**config.mk**
```make
export PLATFORM = sky130hd
export DESIGN_NAME = poly_tone
export DESIGN_NICKNAME = d
export VERILOG_FILES = /design/src/rtl/poly_tone.sv
export SDC_FILE = /design/constraint.sdc
export NUM_CORES = 1
export LEC_CHECK = 0
export CORE_UTILIZATION = 60
export CTS_CLUSTER_DIAMETER = 120
export CTS_CLUSTER_SIZE = 20
export DETAILED_ROUTE_END_ITERATION = 12
export PLACE_DENSITY_LB_ADDON = 0.1
export SYNTH_ARGS = -nofsm -noshare
export SYNTH_HDL_FRONTEND = slang
export SYNTH_SLANG_ARGS = --single-unit
export TNS_END_PERCENT = 10
```
**constraint.sdc**
```tcl
create_clock -name clk -period 12.05 [get_ports clk]
set_input_delay 2.41 -clock clk [delete_from_list [all_inputs] [get_ports clk]]
set_output_delay 2.41 -clock clk [all_outputs]
set_load 0.01 [all_outputs]
```
**src/rtl/poly_tone.sv**
```systemverilog
// Time-multiplexed polyphonic tone generator: square/saw/triangle voices mixed per scan.
// Define POLY_TONE_ENVELOPE_EN for per-voice linear attack/release ramps.
module poly_tone #(
  parameter int VOICES     = 4,
  parameter int RESOLUTION = 14,
  parameter int PHASEWIDTH = 32,
  parameter int ENVWIDTH   = 8,
  parameter int RAMP_DIV   = 2500
) (
  input  logic                       clk,
  input  logic                       rst_n,
  input  logic                       cfg_valid,
  output logic                       cfg_ready,
  input  logic [$clog2(VOICES)-1:0]  cfg_voice,
  input  logic [PHASEWIDTH-1:0]      cfg_fsel,
  input  logic [1:0]                 cfg_mode,
  input  logic                       cfg_sync,
  input  logic [VOICES-1:0]          gate,
  output logic [RESOLUTION-1:0]      audio,
  output logic                       audio_stb
);

  localparam int LV = $clog2(VOICES);
  localparam int AW = RESOLUTION + LV + 1;
  localparam int PW = RESOLUTION + ENVWIDTH + 2;
  localparam logic [RESOLUTION-1:0] MID =
    {1'b1, {(RESOLUTION-1){1'b0}}};

  logic [PHASEWIDTH-1:0] phase [VOICES];
  logic [PHASEWIDTH-1:0] fsel  [VOICES];
  logic [1:0]            mode  [VOICES];
  logic [ENVWIDTH-1:0]   env   [VOICES];
  logic [LV-1:0]         idx;
  logic signed [AW-1:0]  acc;

  logic [RESOLUTION-1:0]    p;
  logic [RESOLUTION-1:0]    wave;
  logic signed [RESOLUTION:0] dev;
  logic signed [PW-1:0]     prod;
  logic signed [RESOLUTION:0] s;
  logic signed [AW-1:0]     sum;
  logic signed [AW-1:0]     avg;
  logic signed [AW:0]       lvl;
  logic [RESOLUTION-1:0]    sat;
  logic                     take;
  logic                     unused_bits;

  assign take = cfg_valid && cfg_ready;

  always_comb begin
    p    = phase[idx][PHASEWIDTH-1 -: RESOLUTION];
    wave = MID;
    unique case (mode[idx])
      2'd0: wave = p[RESOLUTION-1] ? '0 : '1;
      2'd1: wave = p;
      2'd2: wave = p[RESOLUTION-1] ? (~p) << 1 : p << 1;
      default: wave = MID;
    endcase
    dev  = $signed({1'b0, wave}) - $signed({1'b0, MID});
    prod = dev * $signed({1'b0, env[idx]});
    // floor(d*env / 2^ENVWIDTH) always fits back into the deviation width
    s    = $signed(prod[RESOLUTION+ENVWIDTH:ENVWIDTH]);
    sum  = acc + $signed({{LV{s[RESOLUTION]}}, s});
    avg  = sum >>> LV;
    lvl  = $signed({avg[AW-1], avg})
         + $signed({{(LV+2){1'b0}}, MID});
    if (lvl < 0)
      sat = '0;
    else if (lvl > $signed({{(LV+2){1'b0}}, {RESOLUTION{1'b1}}}))
      sat = '1;
    else
      sat = lvl[RESOLUTION-1:0];
  end

  assign unused_bits = ^{prod[PW-1], prod[ENVWIDTH-1:0]};

`ifdef POLY_TONE_ENVELOPE_EN
  localparam int CW = $clog2(RAMP_DIV + 1);
  logic [CW-1:0] pre;
  logic          tick;

  assign tick = (pre == CW'(RAMP_DIV - 1));

  always_ff @(posedge clk) begin
    if (!rst_n)
      pre <= '0;
    else
      pre <= tick ? '0 : pre + 1'b1;
  end
`endif

  always_ff @(posedge clk) begin
    if (!rst_n) begin
      for (int i = 0; i < VOICES; i++) begin
        phase[i] <= '0;
        fsel[i]  <= '0;
        mode[i]  <= '0;
        env[i]   <= '0;
      end
      idx       <= '0;
      acc       <= '0;
      audio     <= MID;
      audio_stb <= 1'b0;
      cfg_ready <= 1'b0;
    end else begin
      phase[idx] <= phase[idx] + fsel[idx];
`ifdef POLY_TONE_ENVELOPE_EN
      if (tick) begin
        for (int i = 0; i < VOICES; i++) begin
          if (gate[i] && env[i] != '1)
            env[i] <= env[i] + 1'b1;
          else if (!gate[i] && env[i] != '0)
            env[i] <= env[i] - 1'b1;
        end
      end
`else
      env[idx] <= gate[idx] ? '1 : '0;
`endif
      idx <= idx + 1'b1;
      if (idx == LV'(VOICES - 1)) begin
        acc       <= '0;
        audio     <= sat;
        audio_stb <= 1'b1;
      end else begin
        acc       <= sum;
        audio_stb <= 1'b0;
      end
      cfg_ready <= !take;
      // a write lands after the scan update so sync beats the advance
      if (take) begin
        fsel[cfg_voice] <= cfg_fsel;
        mode[cfg_voice] <= cfg_mode;
        if (cfg_sync)
          phase[cfg_voice] <= '0;
      end
    end
  end

endmodule

```
==> impl_metrics.env <==
export IMPL_antenna_found_initial=0
export IMPL_vias=13100
export IMPL_clock_skew_ps=38.4
export IMPL_clock_path_buffers=3
export IMPL_wl_per_cell_um=19.4
export IMPL_syn_avg_cell_area_sq_um=9.89
export IMPL_synth_top_area_cell="edfxtp_1"
export IMPL_setup_viol=0
export IMPL_ios=60
export IMPL_cts_tree="built"
export IMPL_syn_instance_count=1788
export IMPL_crit_fanout=26
export IMPL_placed_cell_area_sq_um=18600
export IMPL_min_to="phase[3][4]"
export IMPL_peakVddDrop_v=0.000326
export IMPL_clk_pin_slew_worst_paths_ps=90
export IMPL_power_density_nw_per_um2=286
export IMPL_hold_viol_final=0
export IMPL_firstDrtPassIters=5
export IMPL_post_route_period_util=0.835
export IMPL_cpPeakStageDelay_ps=980
export IMPL_reg2reg_to="audio[13]"
export IMPL_p_int_mw=2.96
export IMPL_drive_gt1_frac=0.0809
export IMPL_min_from="phase[3][4]"
export IMPL_fillers=2323
export IMPL_root_buffer="clkbuf_16"
export IMPL_maxCapViolations=0
export IMPL_cp_start_kind="flip-flop"
export IMPL_critPathKind="reg -> reg"
export IMPL_num_rows=62
export IMPL_seqPwrFrac=0.226
export IMPL_cpMaxStageDelayCell="mux4_1"
export IMPL_yosys_most_used_dff="dfxtp_1"
export IMPL_n_antenna_cell=0
export IMPL_syn_cell_area_sq_um=17700
export IMPL_yosys_area_top_type_share=0.238
export IMPL_grt_ovfl_total=0
export IMPL_dieArea_sq_um=30200
export IMPL_synthesis_nets=1985
export IMPL_fin_nets=2001
export IMPL_ys_top_cells_by_count="231 x nor2_1, 205 x nand2_1, 183 x inv_1"
export IMPL_cts_buffers=19
export IMPL_netSwitchingPower_mw=2.54
export IMPL_first_global_vias=13100
export IMPL_post_route_drc_count=0
export IMPL_tightest_slew_ps=1040
export IMPL_start_util=0.613
export IMPL_r2r_slack_ps=1990
export IMPL_relSlewSlack=0.302
export IMPL_drv_slew=0
export IMPL_ys_types=71
export IMPL_clkPwrFrac=0.119
export IMPL_fin_crit_ps=10060
export IMPL_postCtsResizedCells=0
export IMPL_synth_seq_cells=303
export IMPL_ys_top_cells_by_area="edfxtp_1 24%, dfxtp_1 18%, mux4_2 8.3%, fa_1 6.9%, ha_1 6.5%"
export IMPL_routed_via_density=5.95
export IMPL_synth_most_common_cell="nor2_1"
export IMPL_fmax_ghz=0.0994
export IMPL_dp_hpwl_um=28700
export IMPL_grt_pass1_wl_um=67800
export IMPL_status="complete, no violations"
export IMPL_clock_latency_ps=530
export IMPL_finalInstanceArea_sq_um=19200
export IMPL_seq_area_frac_synth=0.422
export IMPL_drtIter0Drc=1065
export IMPL_synth_async_reset_ratio=0
export IMPL_cts_setup_buffers=0
export IMPL_r2r_cells=32
export IMPL_cts_htree_levels=1
export IMPL_routed_wl_um=42600
export IMPL_swShare=0.462
export IMPL_die_w_um=174
export IMPL_coreArea_sq_um=28900
export IMPL_endpoint_kind="flip-flop"
export IMPL_rsz0062_at_grt="false"
export IMPL_critPathRequiredTime_ps=12470
export IMPL_setup_tns_final_ps=0
export IMPL_grt_start_max_net_pins=69
export IMPL_synth_edf_count=140
export IMPL_r2r_start="idx[0]"
export IMPL_routabilityCongestion=0.925
export IMPL_yosysWarnings=0
export IMPL_pwr_share_comb=0.655
export IMPL_hold_depth=2
export IMPL_cts_sinks=303
export IMPL_portBuffers=59
export IMPL_holdBufCountCts=0
export IMPL_crit_arrival_ps=10480
export IMPL_p_leak_nw=8.18
export IMPL_die_height_um=174
export IMPL_ant_nets=0
export IMPL_hold_class="reg -> reg"
export IMPL_track_usage=0.285
export IMPL_synthToLayoutAreaGrowth_pct=8.54
worst max path at each step:
stage / start / cells past startpoint / endpoint / slack, ps
after floorplan: idx[1] / 40 / audio[6] / 3010
after detailed placement: idx[0] / 32 / audio[13] / 1970
after global routing: idx[0] / 33 / audio[13] / 1190
after global placement: idx[0] / 32 / audio[13] / 2250
after CTS: idx[0] / 32 / audio[13] / 1950
final: idx[0] / 32 / audio[13] / 1990
worst max-delay path: cells and delay by family (launching register included):
kind | cells | cell delay (ps)
compound gates | 11 | 2640
xor+xnor | 3 | 1050
fa+ha+maj | 7 | 2950
buf+inv | 2 | 90
flops | 1 | 670
mux | 2 | 1400
simple gates | 7 | 1120
placed cells by master (no fill, tap or decap), types with 10 or more instances in the layout:
cell             Yosys  routed
and2_1              24      22
clkbuf_1            67      11
mux4_2              65      65
a22oi_1             27      27
o21a_1              13      13
a211oi_1            14      14
nand3_1             43      43
fa_1                61      61
dfxtp_1            163     161
ha_1                92      92
xor2_1              31      31
nand2b_1            14      14
buf_4                0      25
nor2_1             231     230
clkbuf_16            0      19
a21oi_1            154     154
a21o_1              37      37
a31oi_1             10      10
o21ai_0             43      39
inv_1              183     183
edfxtp_1           140     140
xnor2_1             39      39
nand2_1            205     205
clkdlybuf4s50_1      0      58
nor3_1              12      12
per-stage QoR:
stage	instances	hold WS (ps)	utilization	setup slack (ps)	power [mW]
2_1_floorplan	1788	429	-	3010	4.01
3_3_place_gp	2167	433	0.646	2250	4.75
3_5_place_dp	2167	439	0.646	1970	4.85
4_1_cts	2200	453	0.665	1950	5.50
5_1_grt	2200	474	0.665	1190	5.96
6_report	2200	453	0.665	1990	5.49
area by class of cell:
cell class | count | area (sq um) | area share
clock inverter | 3 | 30.0 | 0.00156
timing repair buffer | 84 | 773 | 0.0403
multi-input combinational | 1212 | 9220 | 0.481
tap | 384 | 480 | 0.0250
sequential | 303 | 7470 | 0.389
clock buffer | 30 | 517 | 0.0269
inverter | 184 | 693 | 0.0361
layer usage:
layer	global-route usage	share of wire
met4	0.110	0.037
met3	0.0441	0.071
met5	0	0
met2	0.491	0.48
met1	0.363	0.41
cells by family after synthesis:
group | count (synthesis) | synth area share
AOI/OAI and AO/OA | 343 | 0.119
adders and majority gates | 153 | 0.134
DFF | 303 | 0.422
muxes | 78 | 0.0931
and+or+nand+nor | 567 | 0.136
buffers and inverters | 273 | 0.0594
xor gates and xnor gates | 71 | 0.0359
registers in the layout (all words and copies together) (netlist names):
name	cells
env	4
phase	128
audio	14
audio_stb	1
acc	17
cfg_ready	1
fsel	128
mode	8
idx	2
power by group through the flow:
stage               clock network [mW]  logic [mW]  registers, mW
floorplan                            0        2.75           1.25
global placement                     0        3.48           1.26
detailed placement                   0        3.58           1.27
CTS                              0.663        3.60           1.24
global route                     0.694        4.01           1.25
finish                           0.652        3.60           1.24
Note: power is estimated with default switching activity, not from simulation.
